--- src/rtl/ept_uc_pkg.sv ---
`default_nettype none
// ==========================================================================
// ept_uc_pkg - shared widths and TX state encoding for the endpoint bridge.
// Revision 1.0
// ==========================================================================
package ept_uc_pkg;

  localparam int ADDR_W             = 3;
  localparam int BYTE_W             = 8;
  localparam int DEFAULT_DEPTH_LOG2 = 4;

  typedef enum logic [1:0] {
    TX_IDLE    = 2'd0,
    TX_REQ     = 2'd1,
    TX_BACKOFF = 2'd2
  } tx_state_e;

endpackage : ept_uc_pkg
`default_nettype wire

--- src/rtl/ept_sync_fifo.sv ---
`default_nettype none
// ==========================================================================
// ept_sync_fifo - synchronous FIFO with registered read port and occupancy.
// Revision 1.0
// ==========================================================================
module ept_sync_fifo #(
  parameter int WIDTH      = 8,
  parameter int DEPTH_LOG2 = 4
) (
  input  logic                  clk_i,
  input  logic                  rst_i,
  input  logic                  push_i,
  input  logic [WIDTH-1:0]      wdata_i,
  input  logic                  pop_i,
  output logic [WIDTH-1:0]      rdata_o,
  output logic                  rvalid_o,
  output logic [WIDTH-1:0]      head_o,
  output logic [DEPTH_LOG2:0]   count_o,
  output logic                  full_o,
  output logic                  empty_o
);

  localparam int                DEPTH    = 1 << DEPTH_LOG2;
  localparam logic [DEPTH_LOG2:0] FULL_CNT = (DEPTH_LOG2 + 1)'(DEPTH);

  logic [WIDTH-1:0]      mem_q [DEPTH];
  logic [DEPTH_LOG2-1:0] wr_ptr_q;
  logic [DEPTH_LOG2-1:0] rd_ptr_q;
  logic [DEPTH_LOG2:0]   count_q;
  logic [DEPTH_LOG2:0]   count_d;
  logic [WIDTH-1:0]      rdata_q;
  logic                  rvalid_q;
  logic                  push_ok;
  logic                  pop_ok;

  // A full FIFO still accepts a push when the same cycle frees a slot.
  assign pop_ok  = pop_i && !empty_o;
  assign push_ok = push_i && (!full_o || pop_i);

  always_comb begin
    count_d = count_q;
    case ({push_ok, pop_ok})
      2'b10:   count_d = count_q + 1'b1;
      2'b01:   count_d = count_q - 1'b1;
      default: count_d = count_q;
    endcase
  end

  always_ff @(posedge clk_i) begin
    if (push_ok) begin
      mem_q[wr_ptr_q] <= wdata_i;
    end
  end

  always_ff @(posedge clk_i or posedge rst_i) begin
    if (rst_i) begin
      wr_ptr_q <= '0;
      rd_ptr_q <= '0;
      count_q  <= '0;
      rdata_q  <= '0;
      rvalid_q <= 1'b0;
    end else begin
      count_q  <= count_d;
      rvalid_q <= pop_ok;
      if (push_ok) begin
        wr_ptr_q <= wr_ptr_q + 1'b1;
      end
      if (pop_ok) begin
        rd_ptr_q <= rd_ptr_q + 1'b1;
        rdata_q  <= mem_q[rd_ptr_q];
      end
    end
  end

  assign rdata_o  = rdata_q;
  assign rvalid_o = rvalid_q;
  assign head_o   = mem_q[rd_ptr_q];
  assign count_o  = count_q;
  assign full_o   = (count_q == FULL_CNT);
  assign empty_o  = (count_q == '0);

endmodule : ept_sync_fifo
`default_nettype wire

--- src/rtl/ept_uc_stream_bridge.sv ---
`default_nettype none
// ==========================================================================
// ept_uc_stream_bridge - endpoint RX/TX byte FIFOs with request/done sender.
// Revision 1.0
// ==========================================================================
module ept_uc_stream_bridge
  import ept_uc_pkg::*;
#(
  parameter int                DEPTH_LOG2 = DEFAULT_DEPTH_LOG2,
  parameter logic [ADDR_W-1:0] EP_ADDR    = 3'd2,
  parameter int                TX_TIMEOUT = 1023
) (
  input  logic                  clk_i,
  input  logic                  rst_i,
  input  logic                  ep_rx_strobe_i,
  input  logic [ADDR_W-1:0]     ep_rx_addr_i,
  input  logic [BYTE_W-1:0]     ep_rx_byte_i,
  output logic                  ep_tx_req_o,
  output logic [ADDR_W-1:0]     ep_tx_addr_o,
  output logic [BYTE_W-1:0]     ep_tx_byte_o,
  input  logic                  ep_tx_busy_i,
  input  logic                  ep_tx_done_i,
  input  logic                  rd_en_i,
  output logic [BYTE_W-1:0]     rd_data_o,
  output logic                  rd_valid_o,
  output logic                  rx_empty_o,
  output logic [DEPTH_LOG2:0]   rx_count_o,
  output logic                  rx_overflow_o,
  input  logic                  wr_en_i,
  input  logic [BYTE_W-1:0]     wr_data_i,
  output logic                  tx_full_o,
  output logic [DEPTH_LOG2:0]   tx_count_o,
  output logic                  tx_timeout_err_o,
  input  logic                  clr_err_i
);

  localparam int               TMR_W   = (TX_TIMEOUT > 0) ? $clog2(TX_TIMEOUT + 1) : 1;
  localparam logic [TMR_W-1:0] TMR_MAX = TMR_W'(TX_TIMEOUT);

  logic              rx_push;
  logic              rx_full;
  logic              rx_drop;
  logic [BYTE_W-1:0] rx_head;
  logic              tx_pop;
  logic              tx_empty;
  logic [BYTE_W-1:0] tx_head;
  logic [BYTE_W-1:0] tx_rdata;
  logic              tx_rvalid;
  logic              unused_ok;

  tx_state_e         state_q;
  logic [TMR_W-1:0]  timer_q;
  logic              req_q;
  logic [BYTE_W-1:0] byte_q;
  logic              tout_q;
  logic              ovf_q;

  assign rx_push = ep_rx_strobe_i && (ep_rx_addr_i == EP_ADDR);
  assign rx_drop = rx_push && rx_full && !rd_en_i;
  assign tx_pop  = (state_q == TX_REQ) && ep_tx_done_i;

  ept_sync_fifo #(
    .WIDTH      (BYTE_W),
    .DEPTH_LOG2 (DEPTH_LOG2)
  ) u_rx_fifo (
    .clk_i    (clk_i),
    .rst_i    (rst_i),
    .push_i   (rx_push),
    .wdata_i  (ep_rx_byte_i),
    .pop_i    (rd_en_i),
    .rdata_o  (rd_data_o),
    .rvalid_o (rd_valid_o),
    .head_o   (rx_head),
    .count_o  (rx_count_o),
    .full_o   (rx_full),
    .empty_o  (rx_empty_o)
  );

  ept_sync_fifo #(
    .WIDTH      (BYTE_W),
    .DEPTH_LOG2 (DEPTH_LOG2)
  ) u_tx_fifo (
    .clk_i    (clk_i),
    .rst_i    (rst_i),
    .push_i   (wr_en_i),
    .wdata_i  (wr_data_i),
    .pop_i    (tx_pop),
    .rdata_o  (tx_rdata),
    .rvalid_o (tx_rvalid),
    .head_o   (tx_head),
    .count_o  (tx_count_o),
    .full_o   (tx_full_o),
    .empty_o  (tx_empty)
  );

  always_ff @(posedge clk_i or posedge rst_i) begin
    if (rst_i) begin
      ovf_q <= 1'b0;
    end else if (rx_drop) begin
      ovf_q <= 1'b1;
    end else if (clr_err_i) begin
      ovf_q <= 1'b0;
    end
  end

  // The timeout flag shares this block so a same-cycle set overrides the clear.
  always_ff @(posedge clk_i or posedge rst_i) begin
    if (rst_i) begin
      state_q <= TX_IDLE;
      timer_q <= '0;
      req_q   <= 1'b0;
      byte_q  <= '0;
      tout_q  <= 1'b0;
    end else begin
      if (clr_err_i) begin
        tout_q <= 1'b0;
      end
      case (state_q)
        TX_IDLE: begin
          if (!tx_empty && !ep_tx_busy_i) begin
            state_q <= TX_REQ;
            timer_q <= '0;
            req_q   <= 1'b1;
            byte_q  <= tx_head;
          end
        end
        TX_REQ: begin
          if (ep_tx_done_i) begin
            state_q <= TX_IDLE;
            req_q   <= 1'b0;
          end else if (timer_q == TMR_MAX) begin
            state_q <= TX_BACKOFF;
            req_q   <= 1'b0;
            tout_q  <= 1'b1;
          end else begin
            timer_q <= timer_q + 1'b1;
          end
        end
        TX_BACKOFF: begin
          state_q <= TX_IDLE;
        end
        default: begin
          state_q <= TX_IDLE;
          req_q   <= 1'b0;
        end
      endcase
    end
  end

  assign ep_tx_req_o      = req_q;
  assign ep_tx_addr_o     = EP_ADDR;
  assign ep_tx_byte_o     = byte_q;
  assign rx_overflow_o    = ovf_q;
  assign tx_timeout_err_o = tout_q;

  assign unused_ok = ^{tx_rdata, tx_rvalid, rx_head};

endmodule : ept_uc_stream_bridge
`default_nettype wire
--- config.mk ---
export PLATFORM = sky130hd
export DESIGN_NAME = ept_uc_stream_bridge
export DESIGN_NICKNAME = d
export VERILOG_FILES = /design/src/rtl/ept_uc_pkg.sv /design/src/rtl/ept_sync_fifo.sv /design/src/rtl/ept_uc_stream_bridge.sv
export SDC_FILE = /design/constraint.sdc
export NUM_CORES = 1
export LEC_CHECK = 0
export ABC_AREA = 1
export BUFFER_PORTS_ARGS = -buffer_cell sky130_fd_sc_hd__buf_2
export CAP_MARGIN = 0
export CORE_MARGIN = 5
export CORE_UTILIZATION = 45
export DETAILED_ROUTE_END_ITERATION = 6
export SYNTH_ARGS = -nofsm -noshare
export SYNTH_HDL_FRONTEND = slang
export SYNTH_HIERARCHICAL = 1
export SYNTH_SLANG_ARGS = --single-unit
--- constraint.sdc ---
create_clock -name clk_i -period 2.72 [get_ports clk_i]
set_input_delay 0.272 -clock clk_i [delete_from_list [all_inputs] [get_ports clk_i]]
set_output_delay 0.272 -clock clk_i [all_outputs]
set_load 0.02 [all_outputs]
== After elaboration in Yosys (flattened, before gate mapping) ==
Memory sizes are Yosys's and may differ from the RTL's. A register that Yosys moved wholly into a read port is not among the register bits.
Index checks and enable logic that the tools add are counted.
Operators by class
  muxes and demuxes: 24
  bitwise gates (word level): 1
  add/sub/neg operators: 9
  reduce and logical (&&, ||, !) cells: 28
  equality and inequality tests: 14
Operators by type and width (count)
  $mux 10: 3
  $pmux 10 s2: 1
  $pmux 5 s2: 2
  $add 4x1->4 const B: 4
  $mux 1: 13
  $add 10x1->10 const B: 1
  $add 5x1->5 const B: 2
  $eq 10x10->1 const B: 1
  $eq 5x5->1 const B: 2
  $logic_not 5->1: 2
  $sub 5x1->5 const B: 2
  $logic_and 1x1->1: 9
  $reduce_bool 2->1: 4
  $eq 2x1->1 const B: 3
  $eq 2x2->1 const B: 3
  $logic_not 1->1: 6
  $mux 2: 3
  $ne 2x2->1 const B: 3
  $pmux 2 s2: 1
  $reduce_and 2->1: 2
  $reduce_and 4->1: 1
  $eq 3x2->1 const B: 1
  $ne 3x2->1 const B: 1
  $pmux 1 s3: 1
  4 further kinds: 5
Word-level totals
  memories: 2
  bits of input ports: 27
  logic and storage cells: 90
  output and inout port bits: 35
  register bits: 42
  bits in writable memories: 256
Memory list
  u_rx_fifo.mem_q: depth 16, bits a word 8, read ports 1, clocked after memory_dff 1, write ports 1, line ept_sync_fifo.sv:26  | logic [WIDTH-1:0] mem_q [DEPTH];
  u_tx_fifo.mem_q: depth 16, bits a word 8, read ports 1, clocked after memory_dff 1, write ports 1, line ept_sync_fifo.sv:26

== Longest topological paths before layout ==
Gate-level depths: netlist of the first run.
  depth in word-level cells: 6
  gate-level depth with buffers: 16
  mapped depth without buffers: 15

== Modules after synthesis ==
Netlist of the first run, hierarchy kept.
Modules (own cells, without submodules)
  ept_sync_fifo at u_tx_fifo: instances 1, seq. area each 4394.2 um2, area an instance 6760.2 um2, cells an instance 685
  ept_sync_fifo at u_rx_fifo: instances 1, seq. area each 4394.2 um2, area an instance 6756.5 um2, cells an instance 685
  ept_uc_stream_bridge: instances 1, seq. area each 575.6 um2, area an instance 1218.7 um2, cells an instance 159

== Worst setup path before layout of the first run ==
OpenSTA, ideal clock, no wires.
  kind: register -> register
  start: register u_rx_fifo.count_q[0], in the netlist u_rx_fifo/count_o[0]
  end: register u_rx_fifo.count_q[4], in the netlist u_rx_fifo/count_o[4]
  arrival: 2.407 ns
  setup slack: 0.192 ns
  setup time: 0.121 ns
  buffers on the path: 1
  required time: 2.599 ns
  cell stages (with the launch flop): 14
  clock period less this slack: 2.528 ns
  cells stage by stage: dfrtp_1 nor4_4 nand2_1 nand2_2 inv_2 buf_6 ha_1 fa_1 nand3_1 nand2_1 a21oi_1 o21ai_0 nand2_1 nand2_1
Between the ends
  elaborated cells between the ends (all ways): 13
  classes of those cells: 2 x add/sub; 3 x eq/ne; 1 x mux; 7 x reduce/logical
RTL lines
  from (decl): line ept_sync_fifo.sv:29  | logic [DEPTH_LOG2:0] count_q;
  from (signal assigned): line ept_sync_fifo.sv:63  | count_q <= count_d;
  $logic_not 5->1 *: line ept_sync_fifo.sv:80  | assign empty_o = (count_q == '0);
  $logic_not 1->1 *: line ept_sync_fifo.sv:37  | assign pop_ok = pop_i && !empty_o;
  $logic_and 1x1->1 *: line ept_sync_fifo.sv:37
  named net u_rx_fifo.pop_ok: line ept_sync_fifo.sv:34  | logic pop_ok;
  $eq 2x1->1 / $eq 2x2->1 (equally long branches): line ept_sync_fifo.sv:42  | case ({push_ok, pop_ok})
  $pmux 5 s2 / $reduce_bool 2->1 (equally long branches)
Mark *: on every way through the listed nets, which the timed path passes. The rest lies on a longest branch.
A chain may end at the register's enable or synchronous reset.

== Worst setup path after layout of the first run ==
  start: register u_rx_fifo.count_q[0], in the netlist u_rx_fifo/count_o[0]
  end: register u_rx_fifo.count_q[4], in the netlist u_rx_fifo/count_o[4]
Between the ends
  cells in the longest elaborated chain, start to end: 6
  elaborated cells between the ends (all ways): 13
  classes of those cells: 2 x add/sub; 3 x eq/ne; 1 x mux; 7 x reduce/logical
RTL lines
  $eq 5x5->1: line ept_sync_fifo.sv:79  | assign full_o = (count_q == FULL_CNT);
  $logic_not 1->1: line ept_sync_fifo.sv:38  | assign push_ok = push_i && (!full_o || pop_i);
  $logic_or 1x1->1: line ept_sync_fifo.sv:38
  $logic_and 1x1->1: line ept_sync_fifo.sv:38
  $eq 2x1->1 / $eq 2x2->1 (equally long branches): line ept_sync_fifo.sv:42
  $pmux 5 s2 / $reduce_bool 2->1 (equally long branches)
Several ways; a longest one is shown, not always the timed one.

==> flow_summary.toml, run 1 <==
[sta]
skew_ps = 23.4
setup_viol = 0
worst_pin_slew_ps = 965
drv_slew = 0
fmax_mhz = 389
slew_headroom = 0.356
hold_violations = 0
tns_ps = 0
min_period_over_period = 0.945
hold_slack_ps = 16.7
min_period_ps = 2570
rsz0062_at_grt = "false"

[yosys]
postSynthAreaPerCell_um2 = 9.64
syn_area_mm2 = 0.0144
yosys_warnings = 6
postSynthCellCount = 1496

[clock_tree]
cts_max_level = 2
post_cts_buffers = 0
clk_pin_slew_ps = 60
cts_sinks = 314
cts_root_buffer = "clkbuf_16"
cts_tree = "yes"
clockBufferDepth = 3
numCtsBuffers = 34
insertion_delay_ps = 520

[cells_and_area]
utilization = 0.511
final_area_mm2 = 0.0162
syn_to_final_growth_pct = 12.2
regArea_mm2 = 0.00914
layout.nets = 1601
fin_cells = 1981
fillers = 2864
n_antenna_cell = 0
drive_gt1_frac = 0.103
multi_input_area_mm2 = 0.00398

[floorplanning]
start_util = 0.456
rows = 65
core_area_mm2 = 0.0316
die-width_um = 189
fp.dieArea_mm2 = 0.0357
io_pins = 62
dieHeight_um = 189

[global_routing]
antenna_found_initial = 0
grt_overflow = 0
grt_max_degree = 68
grt_pass1_wl_um = 51500
grt_pass1_vias = 9535
grt_usage = 0.181

[worst_setup_path]
crit_top_cell = "nand2_1"
cp-start-kind = "register"
crit_type = "reg -> reg"
crit_arrival_ps = 2970
crit_path_max_fanout = 13
critPathSlowestCell = "dfrtp_1"
critPathRequiredTime_ps = 3110
path_buf_inv = 1
critPathMaxStageDelay_ps = 460
path_delay_family = "simple AND/OR/NAND/NOR gates"
crit_path_cell_trace = "nor4_4 > nand2_1 > nand2_2 > inv_2 > ha_2 > fa_1 > nand3_1 > nand2_1 > a21oi_1 > o21ai_0 > nand2_1 > nand2_1"
critPathCaptureType = "register"

[detailed_routing]
drtAntennaViolNets = 0
via_count = 9683
drc = 0
first_pass_iters = 5
vias_per_cell = 4.89
drt_wl_total_um = 32500
drt-initial-drc-count = 587
routedWlPerCell_um = 16.4

[pwr]
intPower_w = 0.0100
total_leakage_power_nw = 7.28
power.share.switching = 0.374
powerDensity_mw_per_mm2 = 990
seqPwrFrac = 0.382
p_clk_frac = 0.281
combPwrFrac = 0.337
power.switching_w = 0.00599
vdd_drop_max_mv = 0.784

[placement]
place.gp.congestion = 0.849
placed_cell_area_mm2 = 0.0151
dpl.hpwl_um = 20500
portBuffers = 58
numPlacedInstances = 1918

[min_path]
hp-class = "in -> reg"

[run]
cap_viol_max_count = 0

[status]
outcome = "finished clean"
-- worst register-to-register path, delay by kind of cell (launching register included) --
| family | cells | cell delay (ps) |
|---|---|---|
| AOI/OAI and AO/OA | 2 | 290 |
| adders and majority gates | 2 | 700 |
| buffers and inverters | 1 | 120 |
| DFF | 1 | 460 |
| and+or+nand+nor | 7 | 890 |
-- per-layer routing --
| metal | share of wire | GRT usage |
|---|---|---|
| met1 | 0.43 | 0.230 |
| met2 | 0.51 | 0.322 |
| met3 | 0.046 | 0.0319 |
| met4 | 0.021 | 0.0474 |
| met5 | 0 | 0 |
-- metrics by stage --
| step | total power (W) | worst slack [ps] |
|---|---|---|
| 6_report | 0.0160 | 148 |
| 5_1_grt | 0.0170 | 3.30 |
| 4_1_cts | 0.0161 | 85.5 |
| 3_5_place_dp | 0.0116 | 94.9 |
| 3_3_place_gp | 0.0116 | 178 |
| 2_1_floorplan | 0.00999 | 192 |
-- worst paths after layout --
kind / end / start / cells after the start / slack, ps
max: u_rx_fifo/count_o[4] / u_rx_fifo/count_o[0] / 12 / 150
min: state_q[1] / ep_tx_done_i / 2 / 20
max reg2reg: u_rx_fifo/count_o[4] / u_rx_fifo/count_o[0] / 12 / 150
min reg2reg: ep_tx_req_o / state_q[0] / 1 / 470
max in group asynchronous: u_rx_fifo/rd_ptr_q[0] / rst_i / 3 / 1480
min in group asynchronous: u_tx_fifo/rd_ptr_q[1] / rst_i / 3 / 410
-- power groups by stage --
stage	clock (W)	combinational (W)	sequential (W)
floorplan	0	0.00364	0.00635
global placement	0	0.00537	0.00620
detailed placement	0	0.00539	0.00622
CTS	0.00459	0.00543	0.00613
global route	0.00480	0.00601	0.00619
finish	0.00450	0.00539	0.00613
-- layout make-up --
type | instances | share of cell area
Tap cell | 402 | 0.0311
Inverter | 247 | 0.0576
Timing Repair Buffer | 86 | 0.0334
Clock inverter | 22 | 0.0120
Clock buffer | 40 | 0.0553
Multi-Input combinational cell | 870 | 0.246
Sequential cell | 314 | 0.565
-- layout by cell type, fill, tap and decap left out, types with 3 or more instances in the layout --
| cell | instances |
|---|---|
| nand3_2 | 4 |
| clkinv_1 | 13 |
| nand3_1 | 212 |
| dfrtp_1 | 56 |
| nand2_1 | 518 |
| clkbuf_16 | 35 |
| nor2_1 | 52 |
| clkinv_2 | 6 |
| nand2_2 | 4 |
| xor2_1 | 9 |
| conb_1 | 3 |
| bufinv_16 | 3 |
| buf_12 | 3 |
| o21ai_0 | 13 |
| buf_2 | 58 |
| clkbuf_1 | 5 |
| inv_1 | 237 |
| o21ai_1 | 3 |
| inv_2 | 7 |
| nor2_4 | 4 |
| buf_4 | 24 |
| ha_1 | 17 |
| xnor2_1 | 4 |
| edfxtp_1 | 256 |
| a21oi_1 | 9 |
-- sequential cells by signal, indices dropped and copies added (netlist names) --
register / flops
u_tx_fifo/rd_ptr_q: 4
u_tx_fifo/wr_ptr_q: 4
ep_tx_byte_o: 8
u_rx_fifo/rdata_o: 8
ep_tx_req_o: 1
state_q: 2
u_tx_fifo/count_o: 5
rx_overflow_o: 1
tx_timeout_err_o: 1
u_rx_fifo/count_o: 5
u_rx_fifo/rvalid_o: 1
timer_q: 10
u_rx_fifo/rd_ptr_q: 4
u_tx_fifo/mem_q: 128
u_rx_fifo/wr_ptr_q: 4
u_rx_fifo/mem_q: 128
-- what timing repair did --
action / 4_1_cts / 5_1_grt
hold buffers: 1 / 0
setup endpoints to repair: 0 / 2
hold endpoints to repair: 13 / 0
resized for setup: 0 / 3
No activity file was read; power rests on OpenSTA's default activity.
==> run 2, diff against run 1 <==
--- a/config.mk
+++ b/config.mk
@@ -11,6 +11,7 @@
 export CORE_MARGIN = 5
 export CORE_UTILIZATION = 45
 export DETAILED_ROUTE_END_ITERATION = 6
+export PLACE_DENSITY_LB_ADDON = 0.08
 export SYNTH_ARGS = -nofsm -noshare
 export SYNTH_HDL_FRONTEND = slang
 export SYNTH_HIERARCHICAL = 1
==> run 2 against run 1 <==
Effect of this change: clock-buffer cell count grew 6; global-route usage grew 1.2 points; largest cell class unchanged; critical endpoint unchanged; final cell count grew 0.30%; worst setup slack gained 67 ps; maximum frequency grew 2.7%.
==> flow_summary.toml, run 2 (synthesis gave the netlist of run 1 again) <==
[placement]
portBuffers = 58
place.gp.congestion = 0.840
dpl_worst_slack_ps = 107
dpl.hpwl_um = 21800
placed_cell_area_mm2 = 0.0151
numPlacedInstances = 1920

[worst_setup_path]
critPathCaptureType = "register"
cp-start-kind = "register"
cp.depth = 12
crit_type = "reg -> reg"
critPathRequiredTime_ps = 3120
critPathSlowestCell = "dfrtp_1"
crit_path_cell_trace = "nor4_4 > nand2_2 > nand2_2 > inv_2 > ha_2 > fa_1 > nand3_1 > nand2_1 > a21oi_2 > o21ai_0 > nand2_1 > nand2_1"
crit_start = "u_rx_fifo/count_o[3]"
crit_path_max_fanout = 13
crit_top_cell = "nand2_1"
rr_worst_depth = 12
critPathMaxStageDelay_ps = 430
cp-endpoint = "u_rx_fifo/count_o[4]"
path_delay_family = "simple AND/OR/NAND/NOR gates"
reg2reg_from = "u_rx_fifo/count_o[3]"
crit_arrival_ps = 2900
path_buf_inv = 1
r2r_end = "u_rx_fifo/count_o[4]"
regToRegSetupSlack_ps = 210

[cells_and_area]
final_cell_mix = "517 x nand2_1, 256 x edfxtp_1, 237 x inv_1"
final_common_cell = "nand2_1"
n_antenna_cell = 0
final_area_mm2 = 0.0163
fillers = 2901
top_regs = "u_rx_fifo/mem_q (128), u_tx_fifo/mem_q (128), timer_q (10)"
drive_gt1_frac = 0.109
syn_to_final_growth_pct = 12.8
layout.nets = 1606
utilization = 0.514
fin_cells = 1987

[clock_tree]
cts_max_level = 2
cts_root_buffer = "clkbuf_16"
clockBufferDepth = 3
insertion_delay_ps = 510
clk_pin_slew_ps = 60
numCtsBuffers = 36
cts_tree = "yes"
cts_sinks = 314

[sta]
tns_ps = 0
min_period_ps = 2510
setup_viol = 0
hold_violations = 0
min_period_over_period = 0.921
drv_slew = 0
fmax_mhz = 399
skew_ps = 18.7
worst_pin_slew_ps = 1000
fin_ws_ps = 215
slew_headroom = 0.328

[floorplanning]
rows = 65
io_pins = 62
dieHeight_um = 189
core_area_mm2 = 0.0316
start_util = 0.456
fp.dieArea_mm2 = 0.0357
die-width_um = 189

[pwr]
vdd_drop_max_mv = 1.04
powerDensity_mw_per_mm2 = 1000
total_leakage_power_nw = 7.31

[detailed_routing]
drc = 0
first_pass_iters = 6
drt-initial-drc-count = 581
drt_wl_total_um = 34100
drtAntennaViolNets = 0
routedWlPerCell_um = 17.2
vias_per_cell = 4.85
via_count = 9641

[run]
cap_viol_max_count = 0

[global_routing]
grt_overflow = 0
grt_pass1_wl_um = 54000
grt_usage = 0.193
antenna_found_initial = 0
grt_pass1_vias = 9646
grt_max_degree = 66

[min_path]
hp-class = "in -> reg"

[status]
outcome = "finished clean"
## run 2: worst reg2reg max path: cells and delay by family (launching register included)
family                     cells  cell delay [ps]
AOI/OAI and AO/OA              2              260
DFF                            1              430
adders and majority gates      2              680
and+or+nand+nor                7              900
buffers and inverters          1              120
## run 2: how the worst min path moves through the flow
stage	startpoint	endpoint	slack, ps	cells past startpoint
2_1_floorplan	rst_i	u_tx_fifo/count_o[0]	150	1
3_3_place_gp	rst_i	u_tx_fifo/rd_ptr_q[3]	390	2
3_5_place_dp	rst_i	u_tx_fifo/rd_ptr_q[2]	380	2
4_1_cts	ep_tx_done_i	state_q[1]	4	2
5_1_grt	clr_err_i	rx_overflow_o	10	4
6_report	ep_tx_done_i	state_q[1]	30	2
## run 2: area by class of cell
cell class                      count  area [µm²]  area share
Clock buffer                       46         960      0.0590
Tap cell                          402         503      0.0309
Sequential cell                   314        9140       0.562
Timing Repair Buffer               89         566      0.0348
Inverter                          247         932      0.0573
Clock inverter                     19         174      0.0107
Multi-Input combinational cell    870        3980       0.245
## run 2: through the flow
stage	hold WS, ps	power, W
after floorplan	149	0.00999
after global placement	389	0.0118
after detailed placement	381	0.0118
after CTS	4.48	0.0165
after global routing	14.7	0.0174
final	27.8	0.0163
## run 2: per-layer routing
layer | vias to the layer above | global-route usage | part of all wire
met5 | - | 0 | 0
met4 | 0 | 0.0566 | 0.027
met3 | 53 | 0.0273 | 0.030
met2 | 161 | 0.346 | 0.51
met1 | 4557 | 0.243 | 0.43
li1 | 4870 | - | -
## run 2: power breakdown
group | internal (W) | switching [W]
Clock | 0.00279 | 0.00188
Sequential | 0.00573 | 0.000467
Combinational | 0.00168 | 0.00380
## run 2: what timing repair did
action                                  4_1_cts  5_1_grt
endpoints found under the setup margin        0        2
endpoints found under the hold margin        14        0
hold buffers                                  2        0
gates resized for setup                       0        7
setup buffers                                 0        0
